File: src/rtl/plab5_mcore_dma_engine.sv
// Word-by-word DMA copy engine behind the checker command port, plus single-word debug reads.
// Define DMA_DOMAIN_CHECK_EN to reject domain-0 accesses that touch the secure region.
module plab5_mcore_dma_engine #(
    parameter int                      p_opaque_nbits = 8,
    parameter int                      p_addr_nbits   = 32,
    parameter int                      p_data_nbits   = 32,
    parameter int                      p_xfer_words   = 4,
    parameter logic [p_addr_nbits-1:0] p_secure_base  = 'h0000_8000
) (
    input  logic                                    clk,
    input  logic                                    reset,
    input  logic                                    dma_val,
    output logic                                    dma_rdy,
    input  logic                                    dma_domain,
    input  logic [p_addr_nbits-1:0]                 dma_src_addr,
    input  logic [p_addr_nbits-1:0]                 dma_dest_addr,
    input  logic [3+p_opaque_nbits+p_addr_nbits+1:0] dma_req_control,
    input  logic                                    dma_inst,
    output logic                                    dma_ack,
    output logic                                    dma_resp_domain,
    output logic [3+p_opaque_nbits+1:0]             dma_resp_control,
    input  logic                                    dma_db_val,
    input  logic                                    dma_db_domain,
    input  logic [p_addr_nbits-1:0]                 dma_db_src_addr,
    input  logic [p_addr_nbits-1:0]                 dma_db_dest_addr,
    input  logic                                    dma_db_inst,
    output logic [p_data_nbits-1:0]                 dma_db_debug_data,
    output logic                                    mem_req_val,
    input  logic                                    mem_req_rdy,
    output logic                                    mem_req_type,
    output logic [p_addr_nbits-1:0]                 mem_req_addr,
    output logic [p_data_nbits-1:0]                 mem_req_data,
    input  logic                                    mem_resp_val,
    output logic                                    mem_resp_rdy,
    input  logic [p_data_nbits-1:0]                 mem_resp_data
);

    localparam int CTRL_W = 3 + p_opaque_nbits + p_addr_nbits + 2;
    localparam int CW     = $clog2(p_xfer_words) + 1;

    localparam logic [3:0] IDLE    = 4'd0;
    localparam logic [3:0] RD_REQ  = 4'd1;
    localparam logic [3:0] RD_WAIT = 4'd2;
    localparam logic [3:0] WR_REQ  = 4'd3;
    localparam logic [3:0] WR_WAIT = 4'd4;
    localparam logic [3:0] ACK     = 4'd5;
    localparam logic [3:0] DB_REQ  = 4'd6;
    localparam logic [3:0] DB_WAIT = 4'd7;
    localparam logic [3:0] DB_ACK  = 4'd8;
`ifdef DMA_DOMAIN_CHECK_EN
    localparam logic [3:0] CHECK   = 4'd9;

    // True when any word of a p_xfer_words burst starting at base lands in the secure region.
    function automatic logic span_secure(input logic [p_addr_nbits-1:0] base);
        logic hit;
        hit = 1'b0;
        for (int k = 0; k < p_xfer_words; k++)
            if (base + p_addr_nbits'(4 * k) >= p_secure_base) hit = 1'b1;
        return hit;
    endfunction
`endif

    logic [3:0]              state_q,   state_d;
    logic [CW-1:0]           cnt_q,     cnt_d;
    logic                    dom_q,     dom_d;
    logic [p_addr_nbits-1:0] src_q,     src_d;
    logic [p_addr_nbits-1:0] dest_q,    dest_d;
    logic [CTRL_W-1:0]       ctrl_q,    ctrl_d;
    logic                    inst_q,    inst_d;
    logic                    db_dom_q,  db_dom_d;
    logic [p_addr_nbits-1:0] db_src_q,  db_src_d;
    logic [p_addr_nbits-1:0] db_dest_q, db_dest_d;
    logic                    db_inst_q, db_inst_d;
    logic [p_data_nbits-1:0] buf_q,     buf_d;
    logic                    err_q,     err_d;
    logic [p_addr_nbits-1:0] word_off;

    assign word_off     = p_addr_nbits'(cnt_q) << 2;
    assign dma_rdy      = reset && (state_q == IDLE);
    assign mem_resp_rdy = reset;

    always_comb begin
        state_d   = state_q;
        cnt_d     = cnt_q;
        dom_d     = dom_q;
        src_d     = src_q;
        dest_d    = dest_q;
        ctrl_d    = ctrl_q;
        inst_d    = inst_q;
        db_dom_d  = db_dom_q;
        db_src_d  = db_src_q;
        db_dest_d = db_dest_q;
        db_inst_d = db_inst_q;
        buf_d     = buf_q;
        err_d     = err_q;
        case (state_q)
            IDLE: begin
                // The NoC command wins a tie; the debug command is left untouched and must be held.
                if (dma_val) begin
                    dom_d  = dma_domain;
                    src_d  = dma_src_addr;
                    dest_d = dma_dest_addr;
                    ctrl_d = dma_req_control;
                    inst_d = dma_inst;
                    cnt_d  = '0;
                    err_d  = 1'b0;
`ifdef DMA_DOMAIN_CHECK_EN
                    state_d = CHECK;
`else
                    state_d = RD_REQ;
`endif
                end else if (dma_db_val) begin
                    db_dom_d  = dma_db_domain;
                    db_src_d  = dma_db_src_addr;
                    db_dest_d = dma_db_dest_addr;
                    db_inst_d = dma_db_inst;
                    state_d   = DB_REQ;
`ifdef DMA_DOMAIN_CHECK_EN
                    if (!dma_db_domain && (dma_db_src_addr >= p_secure_base)) begin
                        buf_d   = '0;
                        state_d = DB_ACK;
                    end
`endif
                end
            end
`ifdef DMA_DOMAIN_CHECK_EN
            CHECK: begin
                if (!dom_q && (span_secure(src_q) || span_secure(dest_q))) begin
                    err_d   = 1'b1;
                    state_d = ACK;
                end else begin
                    state_d = RD_REQ;
                end
            end
`endif
            RD_REQ:  if (mem_req_rdy) state_d = RD_WAIT;
            RD_WAIT: if (mem_resp_val) begin
                buf_d   = mem_resp_data;
                state_d = WR_REQ;
            end
            WR_REQ:  if (mem_req_rdy) state_d = WR_WAIT;
            WR_WAIT: if (mem_resp_val) begin
                cnt_d   = cnt_q + 1'b1;
                state_d = (cnt_q == CW'(p_xfer_words - 1)) ? ACK : RD_REQ;
            end
            ACK: begin
                cnt_d   = '0;
                err_d   = 1'b0;
                state_d = IDLE;
            end
            DB_REQ:  if (mem_req_rdy) state_d = DB_WAIT;
            DB_WAIT: if (mem_resp_val) begin
                buf_d   = mem_resp_data;
                state_d = DB_ACK;
            end
            DB_ACK:  state_d = IDLE;
            default: state_d = IDLE;
        endcase
    end

    always_ff @(posedge clk or negedge reset) begin
        if (!reset) begin
            state_q   <= IDLE;
            cnt_q     <= '0;
            dom_q     <= 1'b0;
            src_q     <= '0;
            dest_q    <= '0;
            ctrl_q    <= '0;
            inst_q    <= 1'b0;
            db_dom_q  <= 1'b0;
            db_src_q  <= '0;
            db_dest_q <= '0;
            db_inst_q <= 1'b0;
            buf_q     <= '0;
            err_q     <= 1'b0;
        end else begin
            state_q   <= state_d;
            cnt_q     <= cnt_d;
            dom_q     <= dom_d;
            src_q     <= src_d;
            dest_q    <= dest_d;
            ctrl_q    <= ctrl_d;
            inst_q    <= inst_d;
            db_dom_q  <= db_dom_d;
            db_src_q  <= db_src_d;
            db_dest_q <= db_dest_d;
            db_inst_q <= db_inst_d;
            buf_q     <= buf_d;
            err_q     <= err_d;
        end
    end

    // Every output is decoded from state alone, so the async reset zeroes them at once.
    always_comb begin
        mem_req_val       = 1'b0;
        mem_req_type      = 1'b0;
        mem_req_addr      = '0;
        mem_req_data      = '0;
        dma_ack           = 1'b0;
        dma_resp_domain   = 1'b0;
        dma_resp_control  = '0;
        dma_db_debug_data = '0;
        case (state_q)
            RD_REQ: begin
                mem_req_val  = 1'b1;
                mem_req_addr = src_q + word_off;
            end
            WR_REQ: begin
                mem_req_val  = 1'b1;
                mem_req_type = 1'b1;
                mem_req_addr = dest_q + word_off;
                mem_req_data = buf_q;
            end
            DB_REQ: begin
                mem_req_val  = 1'b1;
                mem_req_addr = db_src_q;
            end
            ACK: begin
                dma_ack          = 1'b1;
                dma_resp_domain  = dom_q;
                dma_resp_control = {err_q ? 3'd7 : ctrl_q[CTRL_W-1 -: 3],
                                    ctrl_q[CTRL_W-4 -: p_opaque_nbits], 2'b00};
            end
            DB_ACK: begin
                dma_resp_domain   = db_dom_q;
                dma_db_debug_data = buf_q;
            end
            default: ;
        endcase
    end

    // Latched-only fields: command address/len, instruction codes and the debug destination.
    logic unused_sink;
`ifdef DMA_DOMAIN_CHECK_EN
    assign unused_sink = ^{inst_q, db_inst_q, db_dest_q, ctrl_q[p_addr_nbits+1:0]};
`else
    assign unused_sink = ^{inst_q, db_inst_q, db_dest_q, ctrl_q[p_addr_nbits+1:0], p_secure_base};
`endif

endmodule

File: config.mk
export PLATFORM = sky130hd
export DESIGN_NAME = plab5_mcore_dma_engine
export DESIGN_NICKNAME = d
export VERILOG_FILES = /design/src/rtl/plab5_mcore_dma_engine.sv
export SDC_FILE = /design/constraint.sdc
export NUM_CORES = 1
export LEC_CHECK = 0
export ABC_CLOCK_PERIOD_IN_PS = 4250
export BUFFER_PORTS_ARGS = -buffer_cell sky130_fd_sc_hd__buf_2
export CORE_MARGIN = 2
export CORE_UTILIZATION = 35
export CTS_CLUSTER_SIZE = 20
export DETAILED_ROUTE_END_ITERATION = 10
export PLACE_DENSITY = 0.68
export SYNTH_ARGS = -nofsm -noshare
export SYNTH_HDL_FRONTEND = slang
export SYNTH_SLANG_ARGS = --single-unit
File: constraint.sdc
create_clock -name clk -period 4.25 [get_ports clk]
set_input_delay 0.2125 -clock clk [delete_from_list [all_inputs] [get_ports clk]]
set_output_delay 0.2125 -clock clk [all_outputs]
set_load 0.02 [all_outputs]
# ---- Yosys cells after proc, flatten, opt, wreduce, memory -nomap -nowiden
# Cells that the tools add are included.
dict set report word_totals {
  wordCells 67
  output_inout_bits 115
  ff_bits 183
  input_bits 215
}
dict set report classes {
  bitwise 1
  reduce_logical 12
  eq_ne 17
  muxes 24
  add_sub_neg 3
}
# operator count
set op_table {}
lappend op_table {{32-bit one-hot mux with 3 select lines} 1}
lappend op_table {{32-bit by 5-bit adder with 32-bit output} 2}
lappend op_table {{32-bit two-way mux} 2}
lappend op_table {{4-bit two-way mux} 8}
lappend op_table {{4-bit one-hot mux with 7 select lines} 1}
lappend op_table {{4-bit by 3-bit == test with 1-bit output (second input constant)} 4}
lappend op_table {{2-bit inequality test (second input constant)} 7}
lappend op_table {{13-bit two-way mux} 1}
lappend op_table {{3-bit two-way mux} 4}
lappend op_table {{3-bit one-hot mux with 3 select lines} 1}
lappend op_table {{4-bit by 2-bit == test with 1-bit output (second input constant)} 2}
lappend op_table {{7-bit AND reduction} 1}
lappend op_table {{2-bit AND reduction} 3}
lappend op_table {{3-bit AND reduction} 2}
lappend op_table {{4-bit by 1-bit == test with 1-bit output (second input constant)} 1}
lappend op_table {{4-bit == test (second input constant)} 1}
lappend op_table {{4-bit zero test} 1}
lappend op_table {{1-bit two-way mux} 4}
lappend op_table {{1-bit one-hot mux with 2 select lines} 2}
lappend op_table {{3-bit by 1-bit adder with 3-bit output (second input constant)} 1}
lappend op_table {{3-bit by 2-bit == test with 1-bit output (second input constant)} 1}
lappend op_table {{3-bit inequality test (second input constant)} 1}
lappend op_table {{3-bit nonzero test} 1}
lappend op_table {{3-bit OR reduction} 1}
lappend op_table {{4 further kinds} 4}

# ---- Logic depth before layout (Yosys ltp)
# Gate-level depths: netlist of run 1.
dict set report logic_depth {
  word_depth 4
  depth_mapped 16
  ltp_nobuf 11
}

# ---- Worst setup path before layout of run 1
# OpenSTA, ideal clock, no wires.
dict set report synth_path {
  path_kind {register to output}
  startpoint {register state_q[0]}
  endpoint {output port mem_req_addr[12]}
  t_required_ns 4.038
  path_stages_with_launch 17
  arrival_ns 3.449
  path_slack_ns 0.588
  path_cell_list {dfrtp_1 buf_2 nand4bb_1 buf_6 inv_2 clkbuf_1 clkbuf_1 clkbuf_1 nand2_1 nand2_1 ha_1 fa_1 a21oi_1 inv_1 o21ai_0 o21ai_0 o31ai_1}
}
dict set report synth_via {
  elab_chain_cells 2
}
# item line
set synth_rtl {}
lappend synth_rtl {{start, declared} 63} ;# logic [3:0] state_q, state_d;
lappend synth_rtl {{start signal, assigned} 177} ;# state_q <= state_d;
lappend synth_rtl {{4-bit by 3-bit == test with 1-bit output, or another cell as far along} 203} ;# case (state_q)
lappend synth_rtl {{32-bit one-hot mux with 3 select lines *} 203}
lappend synth_rtl {{end, declared} 31} ;# output logic [p_addr_nbits-1:0] mem_req_addr,
# Mark *: on every way between the ends. The rest lies on a longest branch, timed or not.

# ---- Worst setup path after layout of run 1
dict set report layout_path {
  startpoint {register state_q[2]}
  endpoint {output port mem_req_addr[26]}
}
# Same word-level chain as after synthesis.

==> results of run 1 <==
[cells in the mapped netlist (4+ instances only)]
library cell	n
a32o_1	4
nand2_1	69
a21oi_1	10
xnor2_1	7
buf_1	8
and3_1	7
nor3_1	11
and4_1	4
or3_1	4
clkbuf_1	31
o21ai_0	20
xor2_1	6
mux2_2	145
inv_1	4
mux2i_1	25
dfrtp_1	148
nor3b_1	4
a211oi_1	4
and2_1	80
nand3_1	21
o31ai_1	13
nor4_1	4
ha_1	5
nand4_1	6
nor2_1	15
nand2b_1	4
[registers in the layout, indices dropped and copies added, names as in the netlist]
| signal | flops |
|---|---|
| buf_q | 32 |
| cnt_q | 3 |
| ctrl_q | 11 |
| db_dom_q | 1 |
| db_src_q | 32 |
| dest_q | 32 |
| dom_q | 1 |
| src_q | 32 |
| state_q | 4 |
[cell families (layout without fill, tap and decap cells)]
family / count (synthesis) / after routing / synth area share
other cells: 1 / 3 / 0.000474
flops: 148 / 148 / 0.468
mux: 170 / 170 / 0.238
compound gates: 83 / 83 / 0.0746
xor+xnor: 13 / 13 / 0.0144
buf+inv: 51 / 365 / 0.0270
simple gates: 243 / 243 / 0.168
fa+ha+maj: 6 / 6 / 0.0104
[what timing repair did]
action                                 4_1_cts  5_1_grt
endpoints found under the hold margin       92        4
hold buffers                                46        4
gates resized for setup                      0        0
[worst max-delay path by stage]
stage                                  end  startpoint  cells after the start  slack (ns)
after floorplan           mem_req_addr[12]  state_q[0]                     16        0.59
after global placement    mem_req_addr[26]  state_q[2]                      8        0.90
after detailed placement  mem_req_addr[26]  state_q[2]                      8        0.84
after CTS                 mem_req_addr[26]  state_q[2]                      8        0.33
after global routing      mem_req_addr[26]  state_q[2]                      8        0.11
final                     mem_req_addr[26]  state_q[2]                      8        0.35
[layout make-up]
cell class              count  area, um2  area share
inverters                   5       18.8     0.00177
well taps                 285        357      0.0336
repair buffers            328       1950       0.183
clock buffers              20        447      0.0421
multi-input cells         517       4040       0.380
clock inverters            12        105     0.00990
diodes                      1       2.50    0.000236
flip-flops and latches    148       3700       0.349
[critical path, stage by stage (launching register included)]
cell       delay [ns]
dfrtp_1          0.55
nand4bb_2        0.43
inv_2            0.18
buf_4            0.30
nand4_1          0.36
a221oi_2         0.70
a21boi_1         0.13
o31ai_1          0.36
buf_2            0.24
[report_power, final]
part / switching (mW) / internal [mW] / leakage [nW]
registers: 0.545 / 2.12 / 1.78
clock network: 0.629 / 0.820 / 0.259
logic: 1.73 / 1.54 / 3.12
total: 2.90 / 4.48 / 5.16
[through the flow]
stage / power [mW] / setup slack (ns) / area, um2 / instances / util
6_report: 7.38 / 0.350 / 10600 / 1316 / 0.473
5_1_grt: 7.87 / 0.108 / 10600 / 1316 / 0.473
4_1_cts: 7.44 / 0.334 / 10600 / 1311 / 0.471
3_5_place_dp: 5.91 / 0.840 / 9560 / 1233 / 0.426
3_3_place_gp: 5.82 / 0.898 / 9560 / 1233 / 0.426
2_1_floorplan: 4.89 / 0.588 / 7920 / 716 / -
[routing by layer]
layer  vias to the layer above  part of all wire
li1                       3153                 -
met1                      3210              0.43
met2                       207              0.50
met3                        15             0.062
met4                         0            0.0093
met5                         -                 0
==> reports/metrics.yaml, run 1 <==
logic_synthesis:
  yosysSeqAreaShare: 0.468
  yosysUniqueCellTypes: 63
  most_used_flip_flop_cell_after_synthesis: "dfrtp_1"
  synthesis.instances: 715
  synth_top_area_share: 0.468
  synthesis.yosys.warnings: 0
  synth_enable_flop_cells: 0
  avgSynthCellArea_um2: 11.1
  yosys.area.top_type: "dfrtp_1"
  synth.top_cells.by_area: "dfrtp_1 (47%), mux2_2 (21%), and2_1 (6.3%), nand2_1 (3.3%), mux2i_1 (3.2%)"
  postSynthRegisterBits: 148
  syn_area_um2: 7920
  async_reset_ff_frac: 1.00
sta:
  final_hold_vio_count: 0
  timing.slew.headroom: 0.450
  tns_ns: 0
  unrepaired_setup_endpoints_after_global_routing: "no"
  post_route_worst_hold_slack_ns: 0.0139
  finalCritPeriodShare: 0.918
  setup_viol_count_final: 0
  final.min_clock_period_ns: 3.90
  skew_ns: 0.0113
  report.final.slew_viol_count: 0
  max_freq_mhz: 256
  worst_pin_slew_ns: 0.817
worst_hold_path:
  hold_class: "in2reg"
  hold_path_end: "dest_q[27]"
  whs_path_depth: 2
  hold_start: "dma_dest_addr[27]"
critical_path:
  cp-end-kind: "output pin"
  cp.required_ns: 4.04
  worst_ep_arrival_time_ns: 3.69
  crit_fanout: 24
  worst-setup-path-type: "reg2out"
  r2r_cells: 5
  critical_path.reg2reg.startpoint: "state_q[1]"
  capture_point_of_the_worst_reg_to_reg_path: "src_q[16]"
  rrSetupSlack_ns: 1.55
  timing.critical_path.from_type: "flop"
floorplan:
  number_of_placement_rows: 55
  die_width_um: 154
  initial_utilization: 0.353
  die_area_um2: 23800
  top_level_ports: 330
  die-height_um: 154
  core-area_um2: 22400
layout:
  layout_commonest_cell: "buf_2"
  final_nets: 1238
  most-common-layout-cells: "buf_2 (258), dfrtp_1 (148), mux2_2 (145), and2_1 (80), nand2_1 (68)"
  drive_gt1_frac: 0.450
  layout-area-overhead-vs-synth_pct: 34.1
  nFillCells: 2085
clock_tree:
  cts.reportedPaths.clkPinSlew_ns: 0.06
  cts.sinks: 148
  cts_buffers: 17
  worstSkewPairLatency_ns: 0.43
  clock_tree.root_cell: "clkbuf_16"
  cts_tree: "yes"
  clock_tree.htree_level_count: 4
  post-cts-setup-buffers: 0
  cts-root-to-sink-buffers: 2
detailed_routing:
  detail_route.drc_violations: 0
  dr_total_vias: 6585
  drt_first_pass_iters: 5
  drt_iter0_drc: 338
  postRouteWirelength_mm: 23.0
  route.antenna.remaining_nets: 0
  drt-vias-per-instance: 5.00
  routedWlPerCell_um: 17.5
global_route:
  first_global_vias: 6736
  met2_use_gr: 0.334
  grt-ovfl-total: 0
  most_crowded_layer_after_global_routing: "met2"
  groute.layer.met1.usage: 0.237
  global_route_wire_length_before_repair_mm: 35.8
  globalRouteTotalUtil: 0.192
  grt_max_degree: 54
  grt.met3_usage: 0.0507
  antenna_found_initial: 1
power_and_ir_drop:
  worst_ir_drop_vdd_uv: 279
  p_leak_nw: 5.16
  power.density_cell_area_nw_per_um2: 695
run:
  max_cap_viol_count: 0
place:
  gp_congestion: 0.803
  buffer_ports.inserted: 259
  dp_hpwl_mm: 16.0
run_status:
  run_status: "finished, final reports clean"
(Power assumes the default switching activity.)
==> run 2: changes to the inputs <==
ABC_CLOCK_PERIOD_IN_PS = 3500   (was 4250)
CELL_PAD_IN_SITES_DETAIL_PLACEMENT = 0   (was not set)
CELL_PAD_IN_SITES_GLOBAL_PLACEMENT = 1   (was not set)
CORE_UTILIZATION = 33   (was 35)
PLACE_DENSITY = 0.84   (was 0.68)
clock period = 3.5 ns   (was 4.25 ns; I/O delays follow)
==> run 2 against run 1 <==
Via count increased by 7.8%. Die area up 5.9%. Final cell count up 9.2%. Count of clock-buffer cells in the layout shrank 1. Setup slack lost 0.20 ns. Sequential power grew 20%. Global-route usage grew 0.51 points. Power increased by 25%.
==> reports/metrics.yaml, run 2 (synthesized netlist as in run 1, its figures left out) <==
clock_tree:
  clock_tree.htree_level_count: 4  # unchanged
  clock_tree.root_cell: "clkbuf_16"  # unchanged
  cts.reportedPaths.clkPinSlew_ns: 0.06  # about the same
  cts_buffers: 17  # unchanged
  cts.sinks: 148  # unchanged
  cts_tree: "yes"  # unchanged
  cts-root-to-sink-buffers: 2  # unchanged
  worstSkewPairLatency_ns: 0.43  # about the same
global_route:
  grt_max_degree: 99  # was 54
  grt-ovfl-total: 0  # unchanged
  first_global_vias: 7429  # was 6,736
  global_route_wire_length_before_repair_mm: 39.6  # was 35.8 mm
  antenna_found_initial: 2  # was 1
  globalRouteTotalUtil: 0.197  # was 0.192
critical_path:
  timing.critical_path.from_type: "flop"  # unchanged
  timing.critical_path.slowest_stage_cell: "or4b_1"  # was a221oi_2
  cp.required_ns: 3.32  # was 4.04 ns
  worst_path_dominant_cell_family: "compound AO/OA/AOI/OAI gates"  # unchanged
  cp_num_cells: 8  # unchanged
  critical_path_buf_inv_count: 3  # unchanged
  crit_path_cell_trace: "nand4bb_4 > inv_2 > buf_4 > or4b_1 > o32a_1 > o31a_1 > o31ai_2 > buf_2"  # was nand4bb_2 > inv_2 > buf_4 > nand4_1 > a221oi_2 > a21boi_1 > o31ai_1 > buf_2
  worst-setup-path-type: "reg2out"  # unchanged
  worst_ep_arrival_time_ns: 3.17  # was 3.69 ns
  crit_fanout: 21  # was 24
  cp-end-kind: "output pin"  # unchanged
  critical_path.max_stage_delay_ns: 0.72  # was 0.70 ns
  r2r_cells: 5  # unchanged
run:
  max_cap_viol_count: 0  # unchanged
layout:
  most-common-layout-cells: "buf_2 (258), dfrtp_1 (148), mux2_2 (145), dlygate4sd3_1 (133), and2_1 (80)"  # was buf_2 (258), dfrtp_1 (148), mux2_2 (145), and2_1 (80), nand2_1 (68)
  multiInputGateArea_um2: 4100  # was 4040 um2
  layout-area-overhead-vs-synth_pct: 46.8  # was 34.1%
  final_nets: 1324  # was 1,238
  seq_area_um2: 3700  # unchanged
  post-route-cell-area_um2: 11600  # was 10,600 um2
  nFillCells: 2124  # was 2,085
  drive_gt1_frac: 0.427  # was 0.450
  post_layout_nonfiller_instances: 1437  # was 1,316
  layout_commonest_cell: "buf_2"  # unchanged
  layout.core_utilization: 0.494  # was 0.473
place:
  buffer_ports.inserted: 259  # unchanged
  gp_congestion: 0.832  # was 0.803
  placement.cell_area_um2: 9670  # was 9560 um2
  pre_cts_slack_ns: 0.514  # was 0.840 ns
  post-place-cells: 1268  # was 1,233
  dp_hpwl_mm: 16.7  # was 16.0 mm
sta:
  post-route-worst-setup-slack_ns: 0.155  # was 0.350 ns
  final.min_clock_period_ns: 3.34
  max_freq_mhz: 299
  report.final.slew_viol_count: 0  # unchanged
  unrepaired_setup_endpoints_after_global_routing: "no"  # unchanged
  tns_ns: 0  # unchanged
  worst_pin_slew_ns: 0.874  # was 0.817 ns
  skew_ns: 0.0105  # was 0.0113 ns
  timing.slew.headroom: 0.415  # was 0.450
  post_route_worst_hold_slack_ns: 0.00500  # was 0.0139 ns
  setup_viol_count_final: 0  # unchanged
  final_hold_vio_count: 0  # unchanged
  finalCritPeriodShare: 0.956
power_and_ir_drop:
  p_leak_nw: 5.58  # was 5.16 nW
  netSwitchingPower_mw: 3.67  # was 2.90 mW
  share_clk_of_total_power: 0.197  # was 0.196
  worst_ir_drop_vdd_uv: 408  # was 279 uV
  power.share.combinational: 0.456  # was 0.442
  power.density_cell_area_nw_per_um2: 795  # was 695 nW/um2
  seq_power_share: 0.347  # was 0.361
  cell_internal_pwr_mw: 5.57  # was 4.48 mW
  switching_share: 0.397  # was 0.393
  totalPowerFinal_mw: 9.24  # was 7.38 mW
floorplan:
  number_of_placement_rows: 56  # was 55
  initial_utilization: 0.336  # was 0.353
  top_level_ports: 330  # unchanged
  core-area_um2: 23500  # was 22,400 um2
  die-height_um: 159  # was 154 um
  die_area_um2: 25300  # was 23,800 um2
  die_width_um: 159  # was 154 um
detailed_routing:
  drt_iter0_drc: 366  # was 338
  detail_route.drc_violations: 0  # unchanged
  drt-vias-per-instance: 4.94  # was 5.00
  dr_total_vias: 7098  # was 6,585
  postRouteWirelength_mm: 25.2  # was 23.0 mm
  drt_first_pass_iters: 5  # unchanged
  routedWlPerCell_um: 17.6  # was 17.5 um
  route.antenna.remaining_nets: 0  # unchanged
worst_hold_path:
  whs_path_depth: 2  # unchanged
  hold_class: "in2reg"  # unchanged
run_status:
  run_status: "finished, final reports clean"  # unchanged
run 2: cell types whose count changed in the layout (fill, tap and decap cells not counted), sizes merged:
cell	previous run	this run
clkbuf	20	19
clkinvlp	5	2
dlygate4sd3	50	133
clkinv	4	8
buf	278	281
diode	1	2
run 2: power groups by stage:
stage          Sequential, mW  Clock (mW)  Combinational (mW)
2_1_floorplan            3.00           0                2.98
3_3_place_gp             3.17           0                3.97
3_5_place_dp             3.21           0                4.05
4_1_cts                  3.19        1.86                4.19
5_1_grt                  3.34        1.92                4.55
6_report                 3.21        1.82                4.21
run 2: per-layer routing:
metal	track usage	wire [um]	vias up
li1	-	-	3337
met1	0.241	10700	3465
met2	0.336	12300	253
met3	0.0512	1570	43
met4	0.0731	612	0
met5	0	0	-
run 2: worst reg2reg max path: cells and delay by family (launching register included):
| kind | cells | cell delay, ns |
|---|---|---|
| and+or+nand+nor | 2 | 1.16 |
| muxes | 1 | 0.31 |
| DFF | 1 | 0.41 |
| buffers and inverters | 2 | 0.63 |
run 2: repair_timing:
action / in CTS / in global routing
endpoints found under the setup margin: 0 / 10
hold buffers: 133 / 0
setup buffers: 0 / 2
gates resized for setup: 0 / 3
endpoints found under the hold margin: 182 / 0
run 2: worst paths after layout:
check | startpoint | endpoint | slack (ns)
min | dma_dest_addr[3] | dest_q[3] | 0.005
max | state_q[0] | mem_req_addr[31] | 0.16
max reg2reg | state_q[1] | src_q[5] | 0.87
min reg2reg | ctrl_q[34] | ctrl_q[34] | 0.50
max in group asynchronous | reset | ctrl_q[39] | 2.33
min in group asynchronous | reset | db_src_q[29] | 0.27
run 2: final cells by class:
class                   count  share of cell area
multi-input cells         517               0.352
flip-flops and latches    148               0.319
repair buffers            414               0.243
clock buffers              19              0.0390
well taps                 319              0.0343
clock inverters            13              0.0108
inverters                   5             0.00161
diodes                      2            0.000431
==> run 3: changes to the inputs <==
MAX_ROUTING_LAYER = met4   (was not set)
==> run 3 against run 2 <==
Global-route usage up 0.58 points. Utilization unchanged. Via count shrank 0.15%. First-iteration DRC count rose by 14%. Final cell count unchanged. Sequential share of layout area is the same. Critical endpoint unchanged. Highest routed layer unchanged.
==> reports/metrics.yaml, run 3 (synthesized netlist as in run 1, its figures left out) <==
critical_path:
  worstSetupStartpoint: "state_q[0]"  # unchanged
  timing.critical_path.slowest_stage_cell: "or4b_1"  # unchanged
  capture_point_of_the_worst_reg_to_reg_path: "src_q[5]"  # unchanged
  crit_path_cell_trace: "nand4bb_4 > inv_2 > buf_4 > or4b_1 > o32a_1 > o31a_1 > o31ai_2 > buf_2"  # unchanged
  critical_path.reg2reg.startpoint: "state_q[1]"  # unchanged
  worst_ep_arrival_time_ns: 3.15  # was 3.17 ns
  timing.critical_path.from_type: "flop"  # unchanged
  critical_path.max_stage_delay_ns: 0.71  # was 0.72 ns
  crit_fanout: 21  # unchanged
  cp-end-kind: "output pin"  # unchanged
  r2r_cells: 5  # unchanged
  worst-setup-path-type: "reg2out"  # unchanged
  rrSetupSlack_ns: 0.87  # about the same
  cp.required_ns: 3.32  # about the same
worst_hold_path:
  whs_path_depth: 2  # unchanged
  hold_class: "in2reg"  # unchanged
  hold_path_end: "dest_q[3]"  # unchanged
  hold_start: "dma_dest_addr[3]"  # unchanged
floorplan:
  initial_utilization: 0.336  # unchanged
  die-height_um: 159  # unchanged
  core-area_um2: 23500  # unchanged
  die_area_um2: 25300  # unchanged
  top_level_ports: 330  # unchanged
  die_width_um: 159  # unchanged
  number_of_placement_rows: 56  # unchanged
sta:
  report.final.slew_viol_count: 0  # unchanged
  post-route-worst-setup-slack_ns: 0.172  # was 0.155 ns
  finalCritPeriodShare: 0.951  # was 0.956
  final_hold_vio_count: 0  # unchanged
  tns_ns: 0  # unchanged
  worst_pin_slew_ns: 0.836  # was 0.874 ns
  post_route_worst_hold_slack_ns: 0.00492  # was 0.00500 ns
  unrepaired_setup_endpoints_after_global_routing: "no"  # unchanged
  timing.slew.headroom: 0.440  # was 0.415
  setup_viol_count_final: 0  # unchanged
  max_freq_mhz: 300  # was 299 MHz
  final.min_clock_period_ns: 3.33  # was 3.34 ns
  skew_ns: 0.00820  # was 0.0105 ns
global_route:
  globalRouteTotalUtil: 0.203  # was 0.197
  grt_max_degree: 99  # unchanged
  grt-ovfl-total: 0  # unchanged
  antenna_found_initial: 2  # unchanged
  global_route_wire_length_before_repair_mm: 39.6  # about the same
  first_global_vias: 7440  # was 7,429
layout:
  nFillCells: 2124  # unchanged
  drive_gt1_frac: 0.427  # unchanged
  most-common-layout-cells: "buf_2 (258), dfrtp_1 (148), mux2_2 (145), dlygate4sd3_1 (133), and2_1 (80)"  # unchanged
  final_nets: 1324  # unchanged
  multiInputGateArea_um2: 4100  # unchanged
  layout.core_utilization: 0.494  # unchanged
  layout-area-overhead-vs-synth_pct: 46.8  # unchanged
  layout_commonest_cell: "buf_2"  # unchanged
  seq_area_um2: 3700  # unchanged
power_and_ir_drop:
  cell_internal_pwr_mw: 5.57  # about the same
  worst_ir_drop_vdd_uv: 410  # was 408 uV
  power.density_cell_area_nw_per_um2: 794  # was 795 nW/um2
  seq_power_share: 0.348  # was 0.347
  p_leak_nw: 5.58  # unchanged
  switching_share: 0.397  # about the same
  netSwitchingPower_mw: 3.67  # about the same
  share_clk_of_total_power: 0.197  # about the same
  power.share.combinational: 0.456  # about the same
place:
  pre_cts_slack_ns: 0.514  # unchanged
  dp_hpwl_mm: 16.7  # unchanged
  gp_congestion: 0.848  # was 0.832
  buffer_ports.inserted: 259  # unchanged
clock_tree:
  cts_tree: "yes"  # unchanged
  worstSkewPairLatency_ns: 0.43  # about the same
  cts-root-to-sink-buffers: 2  # unchanged
  clock_tree.root_cell: "clkbuf_16"  # unchanged
  cts.reportedPaths.clkPinSlew_ns: 0.06  # about the same
  clock_tree.htree_level_count: 4  # unchanged
  cts.sinks: 148  # unchanged
  cts_buffers: 17  # unchanged
detailed_routing:
  drt-vias-per-instance: 4.93  # was 4.94
  drt_iter0_drc: 417  # was 366
  postRouteWirelength_mm: 25.2  # about the same
  detail_route.drc_violations: 0  # unchanged
  routedWlPerCell_um: 17.5  # was 17.6 um
  drt_first_pass_iters: 5  # unchanged
  dr_total_vias: 7087  # was 7,098
  route.antenna.remaining_nets: 0  # unchanged
run_status:
  run_status: "finished, final reports clean"  # unchanged
run:
  max_cap_viol_count: 0  # unchanged
## run 3: routing by layer
metal  share of wire  global-route usage  vias to the layer above
met1            0.43               0.245                     3440
met2            0.49               0.336                      266
met5               0                   -                        -
met3           0.057              0.0444                       41
li1                -                   -                     3340
met4           0.024              0.0731                        0
## run 3: what timing repair did
action	CTS	global route
resized for setup	0	3
setup buffers	0	2
setup endpoints to repair	0	10
endpoints found under the hold margin	182	0
hold buffers	133	0
## run 3: worst max path at each step
stage                        to  slack [ns]
2_1_floorplan  mem_req_addr[18]       0.006
3_3_place_gp   mem_req_addr[20]        0.54
3_5_place_dp   mem_req_addr[26]        0.51
4_1_cts        mem_req_addr[26]        0.04
5_1_grt        mem_req_addr[29]        0.04
6_report       mem_req_addr[31]        0.17
## run 3: power groups by stage
| stage | registers, mW | logic, mW | clock network, mW |
|---|---|---|---|
| after floorplan | 3.00 | 2.98 | 0 |
| after global placement | 3.17 | 3.97 | 0 |
| after detailed placement | 3.21 | 4.05 | 0 |
| after CTS | 3.19 | 4.19 | 1.86 |
| after global routing | 3.34 | 4.55 | 1.92 |
| final | 3.21 | 4.21 | 1.82 |
## run 3: through the flow
step / std cells / instance area (um2) / total power [mW]
after CTS: 1433 / 11600 / 9.23
after floorplan: 716 / 7950 / 5.97
after detailed placement: 1268 / 9670 / 7.26
after global placement: 1268 / 9670 / 7.14
final: 1437 / 11600 / 9.23
after global routing: 1437 / 11600 / 9.81
## run 3: cell type report
type | count | area share
Multi-Input combinational cell | 517 | 0.352
Sequential cell | 148 | 0.319
Timing Repair Buffer | 414 | 0.243
Clock buffer | 19 | 0.0390
Tap cell | 319 | 0.0343
Clock inverter | 13 | 0.0108
Inverter | 5 | 0.00161
Antenna cell | 2 | 0.000431
## run 3: worst max-delay path, delay by kind of cell, from the launching register on
kind                   cells  cell delay (ns)
DFF                        1             0.41
buffers and inverters      3             0.51
and+or+nand+nor            2             0.85
AOI/OAI and AO/OA          3             0.94
